--- src/rtl/pc_redirect_ctrl_if.sv ---
// rtl/pc_redirect_ctrl_if.sv - PC redirect control bus between pipeline and redirect controller
interface pc_redirect_ctrl_if #(
  parameter int ADDR_W = 26
);
  logic              ihit;
  logic              stall;
  logic              br_valid;
  logic              br_taken;
  logic              jr_valid;
  logic              j_valid;
  logic [ADDR_W-1:0] j_target;
  logic              halt_req;
  logic              en;
  logic [1:0]        sel;
  logic [ADDR_W-1:0] jump_a;
  logic              flush_if;
  logic              flush_id;
  logic              hold_ex;
  logic              halted;

  // Controller side: consumes pipeline status, drives PC and flush/hold controls.
  modport master (
    input  ihit, stall, br_valid, br_taken, jr_valid, j_valid, j_target, halt_req,
    output en, sel, jump_a, flush_if, flush_id, hold_ex, halted
  );

  // Pipeline side: supplies status, observes PC and flush/hold controls.
  modport slave (
    output ihit, stall, br_valid, br_taken, jr_valid, j_valid, j_target, halt_req,
    input  en, sel, jump_a, flush_if, flush_id, hold_ex, halted
  );
endinterface

--- src/rtl/pc_redirect_ctrl.sv ---
// rtl/pc_redirect_ctrl.sv - PC write enable, next-PC select and redirect arbitration
module pc_redirect_ctrl #(
  parameter int ADDR_W = 26
) (
  input logic                CLK,
  input logic                RST,
  pc_redirect_ctrl_if.master bus
);

  typedef enum logic [1:0] {
    ST_RUN  = 2'b00,
    ST_PEND = 2'b01,
    ST_HALT = 2'b10
  } state_t;

  localparam logic [1:0] SEL_NPC = 2'b00;
  localparam logic [1:0] SEL_BR  = 2'b01;
  localparam logic [1:0] SEL_J   = 2'b10;
  localparam logic [1:0] SEL_JR  = 2'b11;

  state_t            state_q, state_d;
  logic [1:0]        pend_sel_q, pend_sel_d;
  logic [ADDR_W-1:0] pend_tgt_q, pend_tgt_d;
  logic              halted_q, halted_d;

  logic              wo;
  logic              br_req;
  logic              ex_req;
  logic              any_req;
  logic [1:0]        req_sel;
  logic [ADDR_W-1:0] req_tgt;

  logic              en_c;
  logic [1:0]        sel_c;
  logic [ADDR_W-1:0] jump_a_c;
  logic              flush_if_c;
  logic              flush_id_c;
  logic              hold_ex_c;

  // Request arbitration: EX-stage redirects beat the (wrong-path) ID jump.
  always_comb begin
    wo      = bus.ihit & ~bus.stall;
    br_req  = bus.br_valid & bus.br_taken;
    ex_req  = br_req | bus.jr_valid;
    any_req = ex_req | bus.j_valid;
    req_sel = SEL_NPC;
    if (br_req)            req_sel = SEL_BR;
    else if (bus.jr_valid) req_sel = SEL_JR;
    else if (bus.j_valid)  req_sel = SEL_J;
    req_tgt = (req_sel == SEL_J) ? bus.j_target : '0;
  end

  // Next-state and combinational PC/flush/hold controls; reset forces everything idle.
  always_comb begin
    state_d    = state_q;
    pend_sel_d = pend_sel_q;
    pend_tgt_d = pend_tgt_q;
    en_c       = 1'b0;
    sel_c      = SEL_NPC;
    jump_a_c   = '0;
    flush_if_c = 1'b0;
    flush_id_c = 1'b0;
    hold_ex_c  = 1'b0;

    unique case (state_q)
      ST_RUN: begin
        if (bus.halt_req) begin
          flush_if_c = 1'b1;
          flush_id_c = 1'b1;
          state_d    = ST_HALT;
        end else if (any_req) begin
          sel_c    = req_sel;
          jump_a_c = req_tgt;
          if (wo) begin
            en_c       = 1'b1;
            flush_if_c = 1'b1;
            flush_id_c = ex_req;
          end else begin
            // Fetch cannot take the write yet: remember it and freeze EX operands.
            hold_ex_c  = ex_req;
            pend_sel_d = req_sel;
            pend_tgt_d = req_tgt;
            state_d    = ST_PEND;
          end
        end else begin
          en_c = wo;
        end
      end
      ST_PEND: begin
        // sel bit 0 set means BR or JR, i.e. the redirect came from EX.
        sel_c     = pend_sel_q;
        jump_a_c  = pend_tgt_q;
        hold_ex_c = pend_sel_q[0];
        if (wo) begin
          en_c       = 1'b1;
          flush_if_c = 1'b1;
          flush_id_c = pend_sel_q[0];
          pend_sel_d = SEL_NPC;
          pend_tgt_d = '0;
          state_d    = ST_RUN;
        end
      end
      default: begin
        state_d = ST_HALT;
      end
    endcase

    halted_d = (state_d == ST_HALT);

    if (RST) begin
      state_d    = ST_RUN;
      pend_sel_d = SEL_NPC;
      pend_tgt_d = '0;
      halted_d   = 1'b0;
      en_c       = 1'b0;
      sel_c      = SEL_NPC;
      jump_a_c   = '0;
      flush_if_c = 1'b0;
      flush_id_c = 1'b0;
      hold_ex_c  = 1'b0;
    end
  end

  // State, pending redirect and halted flag registers (reset folded into _d above).
  always_ff @(posedge CLK) begin
    state_q    <= state_d;
    pend_sel_q <= pend_sel_d;
    pend_tgt_q <= pend_tgt_d;
    halted_q   <= halted_d;
  end

  // Drive the bus.
  always_comb begin
    bus.en       = en_c;
    bus.sel      = sel_c;
    bus.jump_a   = jump_a_c;
    bus.flush_if = flush_if_c;
    bus.flush_id = flush_id_c;
    bus.hold_ex  = hold_ex_c;
    bus.halted   = halted_q;
  end

endmodule

--- src/flat_wrapper.sv ---
// flat-port wrapper written by rule: the top's interface ports become plain ports
module pc_redirect_ctrl_flat 
#(
  parameter int ADDR_W = 26
)
  (CLK, RST, bus_ihit, bus_stall, bus_br_valid, bus_br_taken, bus_jr_valid, bus_j_valid, bus_j_target, bus_halt_req, bus_en, bus_sel, bus_jump_a, bus_flush_if, bus_flush_id, bus_hold_ex, bus_halted);
  pc_redirect_ctrl_if #(.ADDR_W(ADDR_W)) bus_i ();
  input logic CLK;
  input logic RST;
  input wire logic [$bits(bus_i.ihit)-1:0] bus_ihit;
  input wire logic [$bits(bus_i.stall)-1:0] bus_stall;
  input wire logic [$bits(bus_i.br_valid)-1:0] bus_br_valid;
  input wire logic [$bits(bus_i.br_taken)-1:0] bus_br_taken;
  input wire logic [$bits(bus_i.jr_valid)-1:0] bus_jr_valid;
  input wire logic [$bits(bus_i.j_valid)-1:0] bus_j_valid;
  input wire logic [$bits(bus_i.j_target)-1:0] bus_j_target;
  input wire logic [$bits(bus_i.halt_req)-1:0] bus_halt_req;
  output wire logic [$bits(bus_i.en)-1:0] bus_en;
  output wire logic [$bits(bus_i.sel)-1:0] bus_sel;
  output wire logic [$bits(bus_i.jump_a)-1:0] bus_jump_a;
  output wire logic [$bits(bus_i.flush_if)-1:0] bus_flush_if;
  output wire logic [$bits(bus_i.flush_id)-1:0] bus_flush_id;
  output wire logic [$bits(bus_i.hold_ex)-1:0] bus_hold_ex;
  output wire logic [$bits(bus_i.halted)-1:0] bus_halted;
  assign bus_i.ihit = bus_ihit;
  assign bus_i.stall = bus_stall;
  assign bus_i.br_valid = bus_br_valid;
  assign bus_i.br_taken = bus_br_taken;
  assign bus_i.jr_valid = bus_jr_valid;
  assign bus_i.j_valid = bus_j_valid;
  assign bus_i.j_target = bus_j_target;
  assign bus_i.halt_req = bus_halt_req;
  assign bus_en = bus_i.en;
  assign bus_sel = bus_i.sel;
  assign bus_jump_a = bus_i.jump_a;
  assign bus_flush_if = bus_i.flush_if;
  assign bus_flush_id = bus_i.flush_id;
  assign bus_hold_ex = bus_i.hold_ex;
  assign bus_halted = bus_i.halted;
  pc_redirect_ctrl #(.ADDR_W(ADDR_W)) u_core (.CLK(CLK), .RST(RST), .bus(bus_i));
endmodule
--- config.mk ---
export PLATFORM = sky130hd
export DESIGN_NAME = pc_redirect_ctrl_flat
export DESIGN_NICKNAME = d
export VERILOG_FILES = /design/src/rtl/pc_redirect_ctrl_if.sv /design/src/rtl/pc_redirect_ctrl.sv /design/src/flat_wrapper.sv
export SDC_FILE = /design/constraint.sdc
export NUM_CORES = 1
export LEC_CHECK = 0
export CAP_MARGIN = 20
export CORE_MARGIN = 10
export CORE_UTILIZATION = 38
export DETAILED_ROUTE_END_ITERATION = 8
export HOLD_SLACK_MARGIN = 0.02
export PLACE_DENSITY = 0.77
export SETUP_SLACK_MARGIN = 0.4
export SLEW_MARGIN = 20
export SYNTH_ARGS = -nofsm -noshare
export SYNTH_HDL_FRONTEND = slang
export SYNTH_SLANG_ARGS = --single-unit
export TNS_END_PERCENT = 50
--- constraint.sdc ---
create_clock -name CLK -period 1.3 [get_ports CLK]
set_input_delay 0.195 -clock CLK [delete_from_list [all_inputs] [get_ports CLK]]
set_output_delay 0.195 -clock CLK [all_outputs]
set_load 0.03 [all_outputs]
After elaboration in Yosys (flattened, before gate mapping) --
Index checks and enable logic that the tools add are counted.
Word-level totals: word-level logic and storage cells 66, flip-flop bits (word level) 31, output and inout port bits 33, bits of input ports 35
Cells by class: bitwise logic cells 5, equal/unequal tests 7, mux-type cells 47, reduce and logical (&&, ||, !) cells 3
Operators by type and width (number):
- 26-bit 2-to-1 mux | 8
- 26-bit one-hot mux with 2 select lines | 2
- 2-bit 2-to-1 mux | 14
- 1-bit 2-to-1 mux | 16
- 2-bit one-hot mux with 2 select lines | 3
- 1-bit one-hot mux with 2 select lines | 4
- 5-bit AND reduction | 1
- 2-bit equality test (second input constant) | 2
- 2-bit by 1-bit inequality test with 1-bit output (second input constant) | 2
- 2-bit inequality test (second input constant) | 2
- 1-bit AND | 2
- 2-bit by 1-bit equality test with 1-bit output (second input constant) | 1
- 2-bit logical NOT | 1
- 1-bit bitwise OR | 2
- 2-bit nonzero test | 1
- 1-bit NOT | 1

Depth between registers and ports, before layout --
Gate-level depths: netlist of run 1.
word-level depth 9, depth in mapped cells 7, depth with buffers taken out 4

Worst setup path before layout of run 1 --
OpenSTA, ideal clock, no wires.
kind register to output, start point reg u_core.state_q[0], end point out bus_jump_a[10], arrival 1489 ps, required time 1105 ps, slack -384 ps, path buffers 3, stages on the path, launching flop included 8, cell sequence dfxtp_1 -> buf_6 -> nor2_8 -> and4b_2 -> buf_4 -> buf_6 -> a22oi_1 -> nor2_1
Between the ends: longest elaborated chain between the ends 3, elaborated cells between the ends (all ways) 4, those cells by class eq/ne (1); mux (2); reduce/logical (1)
Ends and longest elaborated chain:
- start, declared | line pc_redirect_ctrl.sv:21 | state_t state_q, state_d;
- start signal, assigned | line pc_redirect_ctrl.sv:126 | state_q <= state_d;
- 2-bit by 1-bit equality test with 1-bit output or 2-bit logical NOT (tied branches) | line pc_redirect_ctrl.sv:65 | unique case (state_q)
- 26-bit one-hot mux with 2 select lines * | line pc_redirect_ctrl.sv:65
- 26-bit 2-to-1 mux * | line pc_redirect_ctrl.sv:110 | if (RST) begin
- end, declared | line flat_wrapper.sv:20 | output wire logic [$bits(bus_i.jump_a)-1:0] bus_jump_a;
Mark *: on every way between the ends. The rest lies on a longest branch, timed or not.

Worst setup path in the final report of run 1 --
start point reg u_core.state_q[0], end point out bus_jump_a[0]
The elaborated chain is that of the path after synthesis.

==> results of run 1 <==
[tightest hold or removal path: cells and delay by family]
kind,cells,cell delay [ps]
AOI/OAI and AO/OA,1,110
buffers and inverters,2,240
and+or+nand+nor,1,60
[through the flow]
| stage | setup TNS (ps) | area [µm²] | cells |
|---|---|---|---|
| after floorplan | -5130 | 1690 | 168 |
| after global placement | -37630 | 2430 | 297 |
| after detailed placement | -37920 | 2430 | 297 |
| after CTS | -20050 | 3020 | 320 |
| after global routing | -29430 | 3130 | 325 |
| final | -26440 | 3130 | 325 |
[cell families after synthesis]
kind of cell    Yosys count
buf+inv                  17
simple gates             53
compound gates           67
flops                    31
[metal layers]
layer | up-vias | wire length [µm] | GRT usage
met4 | 0 | 95 | 0.0609
met3 | 8 | 335 | 0.0527
met2 | 55 | 3420 | 0.311
met1 | 853 | 2580 | 0.184
li1 | 844 | - | -
met5 | - | 0 | 0
[placed cells by master (no fill, tap or decap), types with 2 or more instances in the layout]
| master | count |
|---|---|
| buf_6 | 45 |
| dfxtp_1 | 29 |
| clkdlybuf4s50_1 | 28 |
| nor2_2 | 27 |
| buf_4 | 27 |
| a22oi_2 | 26 |
| a22o_1 | 21 |
| nor2_1 | 7 |
| a22o_2 | 5 |
| clkbuf_8 | 5 |
| dlygate4sd2_1 | 5 |
| buf_12 | 5 |
| nand2_1 | 4 |
| nor2_4 | 3 |
| a21oi_4 | 3 |
| buf_16 | 3 |
| a21oi_2 | 2 |
| nand3_4 | 2 |
| a21oi_1 | 2 |
| o2bb2ai_2 | 2 |
| clkbuf_1 | 2 |
[where the power goes]
part	leakage [nW]	internal (mW)	switching, mW
clock network	0.0422	0.375	0.363
registers	0.252	0.979	0.0229
logic	0.927	0.365	0.340
total	1.22	1.72	0.726
[what timing repair did]
item	CTS	global route
cloned	6	0
pin swaps	10	15
setup endpoints to repair	64	64
hold endpoints to repair	0	0
hold buffers	0	0
buffers inserted	9	5
resized for setup	97	20
[worst paths after layout]
path / from / end / slack [ps] / cells past startpoint
setup / recovery: u_core.state_q[0]$_SDFF_PP0_ / bus_jump_a[0] / -690 / 9
hold / removal: RST / u_core.state_q[0]$_SDFF_PP0_ / 360 / 4
setup reg to reg: u_core.state_q[0]$_SDFF_PP0_ / u_core.pend_tgt_q[18]$_SDFFE_PP0P_ / -350 / 9
hold reg to reg: u_core.pend_tgt_q[17]$_SDFFE_PP0P_ / u_core.pend_tgt_q[17]$_SDFFE_PP0P_ / 490 / 1
[registers in the layout, indices dropped and copies added, names as in the netlist]
signal / cells
u_core.pend_tgt_q: 26
u_core.pend_sel_q: 2
u_core.state_q: 2
u_core.bus.halted: 1
[final cells by class]
cell class	count	area (µm²)	share of cell area
clock buffers	7	76.3	0.0244
clock inverters	1	5.00	0.00160
inverters	1	3.75	0.00120
multi-input cells	121	1130	0.362
flip-flops and latches	31	626	0.200
well taps	50	62.6	0.0200
repair buffers	114	1220	0.390
==> flow_summary_export.csv, run 1 <==
group,metric,value,unit
status,outcome,"finished with violations",
status,violations,"negative setup slack",
route,avgRoutedWirePerCell,19.8,µm
yosys,ys_async_sr_fraction,0,
global_route,grt_usage,0.173,
global_route,antenna_found_initial,0,
setup_path,cp_num_buf_inv,5,
floorplan,die_h,83.9,µm
yosys,netlist_instances,168,
setup_path,slowest_stage,"dfxtp_4",
yosys,avgSynthCellArea,9.24,µm²
setup_path,startpoint_type,"register",
timing,rsz0062_at_grt,"yes",
global_route,grt-ovfl-total,0,
global_route,grt_pass1_wl,10000,µm
route,wirelength,6430,µm
floorplan,core_area,3970,µm²
timing,finalMaxSlewViolations,0,
floorplan,ioPinCount,68,
yosys,synth_compound_area_frac,0.346,
placement,hpwl,3600,µm
floorplan,start_util,0.391,
setup_path,cp_max_fo,7,
timing,relSlewSlack,0.778,
setup_path,max_stage_delay,340,ps
timing,max_freq,502,MHz
timing,period_needed,1990,ps
clocking,worstSkewPairLatency,280,ps
setup_path,critPathArrivalTime,1800,ps
placement,dp_slack,-693,ps
clocking,cts_sinks,31,
clocking,cts_inserted_buffers,5,
timing,setup_ws,-692,ps
route,num_vias,1760,
yosys,synth_xor_area_frac,0,
setup_path,crit_type,"register to primary output",
clocking,cts_buffer_depth,2,
layout,nets,309,
placement,port_buffers,67,
timing,worst_slew_pin_slew,332,ps
yosys,synth_top_family_by_area,"compound AO/OA/AOI/OAI gates",
clocking,clkTransAtPathRegs,60,ps
timing,hold_slack,359,ps
route,drtPass1Iterations,4,
clocking,htreeDepth,2,
layout,syn2layout_area_growth,101,%
timing,skew,3.28,ps
setup_path,cp_top_family,"buffers and inverters",
yosys,yosysMostFrequentCell,"nor2_1",
power_and_ir_drop,p_per_area,781,nW/µm²
setup_path,crit_chain,"buf_6, nor2_8, and4b_2, buf_12, buf_12, buf_16, a22oi_2, nor2_2, buf_6",
yosys,synth_cell_types,30,
layout,drive_gt1_frac,0.618,
layout,fillers,255,
run,maxCapViolCount,0,
clocking,cts_tree,"done",
layout,n_antenna_cell,0,
timing,final_hold_viol_count,0,
timing,fin_crit_sh,1.53,
yosys,yosys-top-cells-count,"nor2_1, dfxtp_1, a22oi_1",
power_and_ir_drop,ir_drop,695,µV
placement,routabilityCongestion,0.829,
yosys,yosysTopAreaCellShare,0.400,
yosys,synth_edf_count,0,
route,drtIter0Drc,80,
yosys,synth_seq_cells,31,
setup_path,endpoint_kind,"primary output",
floorplan,die_x,83.9,µm
yosys,synth-adder-area-share,0,
yosys,synthMuxAreaShare,0,
floorplan,die_area,7040,µm²
global_route,grt_pass1_vias,1946,
clocking,clock-root-buffer,"clkbuf_8",
power_and_ir_drop,power,2.44,mW
yosys,syn_area,1550,µm²
yosys,ys.flop_type,"dfxtp_1",
yosys,syn_nets,203,
yosys,netlist_top_cells_area,"dfxtp_1, a22oi_1, a22o_1, nor2_1, buf_6",
layout,fin_util,0.788,
route,ant_nets,0,
min_path,hp-class,"primary input to register",
power_and_ir_drop,p_leak,1.22,nW
global_route,grt_max_degree,17,
floorplan,num_rows,23,
route,drc_errors,0,
yosys,yosys.area_share.simple,0.164,
yosys,yosysSeqAreaShare,0.400,
route,vias_per_cell,5.42,
setup_path,cp_data_required_time,1110,ps
yosys,yosys_warnings,0,
timing,setup_viol,60,
yosys,synth_largest_area_cell,"dfxtp_1",
Note: power is estimated with default switching activity, not from simulation.
==> inputs of run 2 (changes only) <==
--- a/config.mk
+++ b/config.mk
@@ -8,6 +8,7 @@
 export CAP_MARGIN = 20
 export CORE_MARGIN = 10
 export CORE_UTILIZATION = 38
+export CTS_CLUSTER_DIAMETER = 200
 export DETAILED_ROUTE_END_ITERATION = 8
 export HOLD_SLACK_MARGIN = 0.02
 export PLACE_DENSITY = 0.77
==> results of run 2 <==
Same layout as run 1: the final DEF is identical, and so are final timing and power.
==> inputs of run 3 (changes only) <==
--- a/config.mk
+++ b/config.mk
@@ -6,9 +6,7 @@
 export NUM_CORES = 1
 export LEC_CHECK = 0
 export CAP_MARGIN = 20
-export CORE_MARGIN = 10
 export CORE_UTILIZATION = 38
-export CTS_CLUSTER_DIAMETER = 200
 export DETAILED_ROUTE_END_ITERATION = 8
 export HOLD_SLACK_MARGIN = 0.02
 export PLACE_DENSITY = 0.77
==> run 3 against run 2 <==
Compared with the run above: the flow still finishes with violations (negative setup slack); final area is 5.4% lower; die area is 38% lower; routed wire length is 24% lower; critical path type unchanged; sequential share of layout area is 1.2 points higher; critical path depth is 1 lower; clock-buffer cell count is 1 lower; critical endpoint is now bus_jump_a[5]; global-route usage is 6.1 points higher; cell count is 4.6% lower; combinational power is 14% lower; maximum frequency is 6.2% higher; register-to-register slack better by 200 ps; sequential cell count stayed put.
==> flow_summary_export.csv, run 3 (same netlist as run 1, synthesis figures left out) <==
group,metric,value,unit
setup_path,startpoint_type,"register",
power_and_ir_drop,p_per_area,877,nW/µm²
floorplan,core_area,3800,µm²
setup_path,r2r_end,"u_core.pend_tgt_q[10]$_SDFFE_PP0P_",
clocking,cts_sinks,31,
route,wirelength,4910,µm
placement,port_buffers,67,
floorplan,die_h,65.9,µm
run,maxCapViolCount,0,
setup_path,r2r.worst_path.cells,7,
timing,setup_viol,60,
global_route,grt_pass1_wl,7820,µm
global_route,grt_max_degree,20,
route,vias_per_cell,5.43,
floorplan,num_rows,22,
clocking,htreeDepth,2,
layout,ff_latch_area,627,µm²
floorplan,ioPinCount,68,
placement,hpwl,2950,µm
clocking,clkTransAtPathRegs,70,ps
timing,fin_crit_sh,1.44,
setup_path,critPathArrivalTime,1680,ps
timing,max_freq,533,MHz
route,drtPass1Iterations,4,
timing,relSlewSlack,0.809,
setup_path,crit_type,"register to primary output",
setup_path,endpoint,"bus_jump_a[5]",
timing,rsz0062_at_grt,"yes",
route,wl_met1,2130,µm
timing,setup_ws,-575,ps
clocking,worstSkewPairLatency,280,ps
timing,period_needed,1880,ps
layout,n_antenna_cell,0,
floorplan,die_area,4350,µm²
global_route,grt-ovfl-total,0,
clocking,cts_buffer_depth,2,
route,wl_met3,253,µm
global_route,grt_usage,0.233,
clocking,cts_tree,"done",
layout,drive_gt1_frac,0.599,
global_route,grt_pass1_vias,1666,
clocking,clock-root-buffer,"clkbuf_8",
clocking,cts_hold_buf,0,
placement,routabilityCongestion,0.791,
min_path,hp-start,"RST",
setup_path,setup.worst_path.start,"u_core.state_q[0]$_SDFF_PP0_",
setup_path,cp_data_required_time,1110,ps
timing,worst_slew_pin_slew,286,ps
layout,largest_reg_flops,26,
floorplan,die_x,65.9,µm
route,top_layer,"met4",
layout,top_register,"u_core.pend_tgt_q",
setup_path,cp_max_fo,8,
route,wl_met2,2510,µm
timing,skew,4.66,ps
timing,hold_slack,319,ps
route,num_vias,1683,
timing,final_hold_viol_count,0,
layout,final_common_cell,"buf_6",
route,drc_errors,0,
layout,nets,296,
layout,final_cell_mix,"buf_6, clkdlybuf4s50_1, dfxtp_1",
route,drtIter0Drc,91,
setup_path,r2r_start,"u_core.state_q[0]$_SDFF_PP0_",
route,ant_nets,0,
clocking,cts_inserted_buffers,5,
floorplan,start_util,0.409,
min_path,min_path_cells,4,
status,violations,"negative setup slack",
route,avgRoutedWirePerCell,15.8,µm
power_and_ir_drop,ir_drop,617,µV
layout,fillers,259,
power_and_ir_drop,p_leak,1.15,nW
layout,syn2layout_area_growth,90.7,%
power_and_ir_drop,power,2.60,mW
global_route,antenna_found_initial,0,
min_path,hp-class,"primary input to register",
setup_path,endpoint_kind,"primary output",
setup_path,regToRegSetupSlack,-150,ps
layout,top_regs,"u_core.pend_tgt_q: 26 flops, u_core.pend_sel_q: 2 flops, u_core.state_q: 2 flops",
status,outcome,"finished with violations",
layout,multiInputGateArea,1080,µm²
timing,finalMaxSlewViolations,0,
run 3: changes by cell type in the layout (fill, tap and decap cells not counted), sizes merged:
cell	change
buf	-12
nor2	-1
dlygate4sd2	-1
dlymetal6s2s	+1
bufinv	+1
clkbuf	-1
run 3: worst min-delay path by stage:
stage	to	slack, ps
floorplan	u_core.pend_tgt_q[0]$_SDFFE_PP0P_	330
global placement	u_core.pend_sel_q[1]$_SDFFE_PP0P_	450
detailed placement	u_core.pend_sel_q[1]$_SDFFE_PP0P_	450
CTS	u_core.state_q[0]$_SDFF_PP0_	310
global route	u_core.state_q[0]$_SDFF_PP0_	320
finish	u_core.state_q[0]$_SDFF_PP0_	320
run 3: layout make-up:
class	count	share of cell area
Multi-Input combinational cell	120	0.365
Timing Repair Buffer	102	0.362
Sequential cell	31	0.212
Clock buffer	6	0.0279
Tap cell	48	0.0203
Clock inverter	2	0.0118
Inverter	1	0.00127
run 3: layer usage:
metal | up-vias | global-route usage
met5 | - | 0
met4 | 0 | 0.0707
met3 | 2 | 0.0603
met2 | 56 | 0.384
met1 | 814 | 0.295
li1 | 811 | -
run 3: report_power, final:
| part | switching [mW] | total, mW | internal, mW |
|---|---|---|---|
| Sequential | 0.0220 | 1.00 | 0.979 |
| Clock | 0.374 | 0.993 | 0.620 |
| Combinational | 0.298 | 0.603 | 0.305 |
| Total | 0.693 | 2.60 | 1.90 |
run 3: what timing repair did:
item	CTS	global route
hold endpoints to repair	0	0
resized for setup	74	24
setup buffers	6	1
cloned	1	0
endpoints found under the setup margin	64	64
pin swaps	13	17
run 3: worst max-delay path, stage by stage (launching register included):
cell	delay, ps
dfxtp_2	350
buf_6	120
nor2_8	30
and4b_2	250
buf_12	140
buf_16	140
a22oi_2	170
nor2_2	60
buf_6	140
run 3: stage by stage:
stage / TNS, ps / cell area, µm² / worst slack, ps / std cells / util
finish: -19550 / 2960 / -575 / 310 / 0.779
global route: -22310 / 2960 / -618 / 310 / 0.779
CTS: -19010 / 2880 / -576 / 309 / 0.757
detailed placement: -32000 / 2440 / -718 / 294 / 0.641
global placement: -31100 / 2440 / -711 / 294 / 0.641
floorplan: -5130 / 1690 / -214 / 168 / -
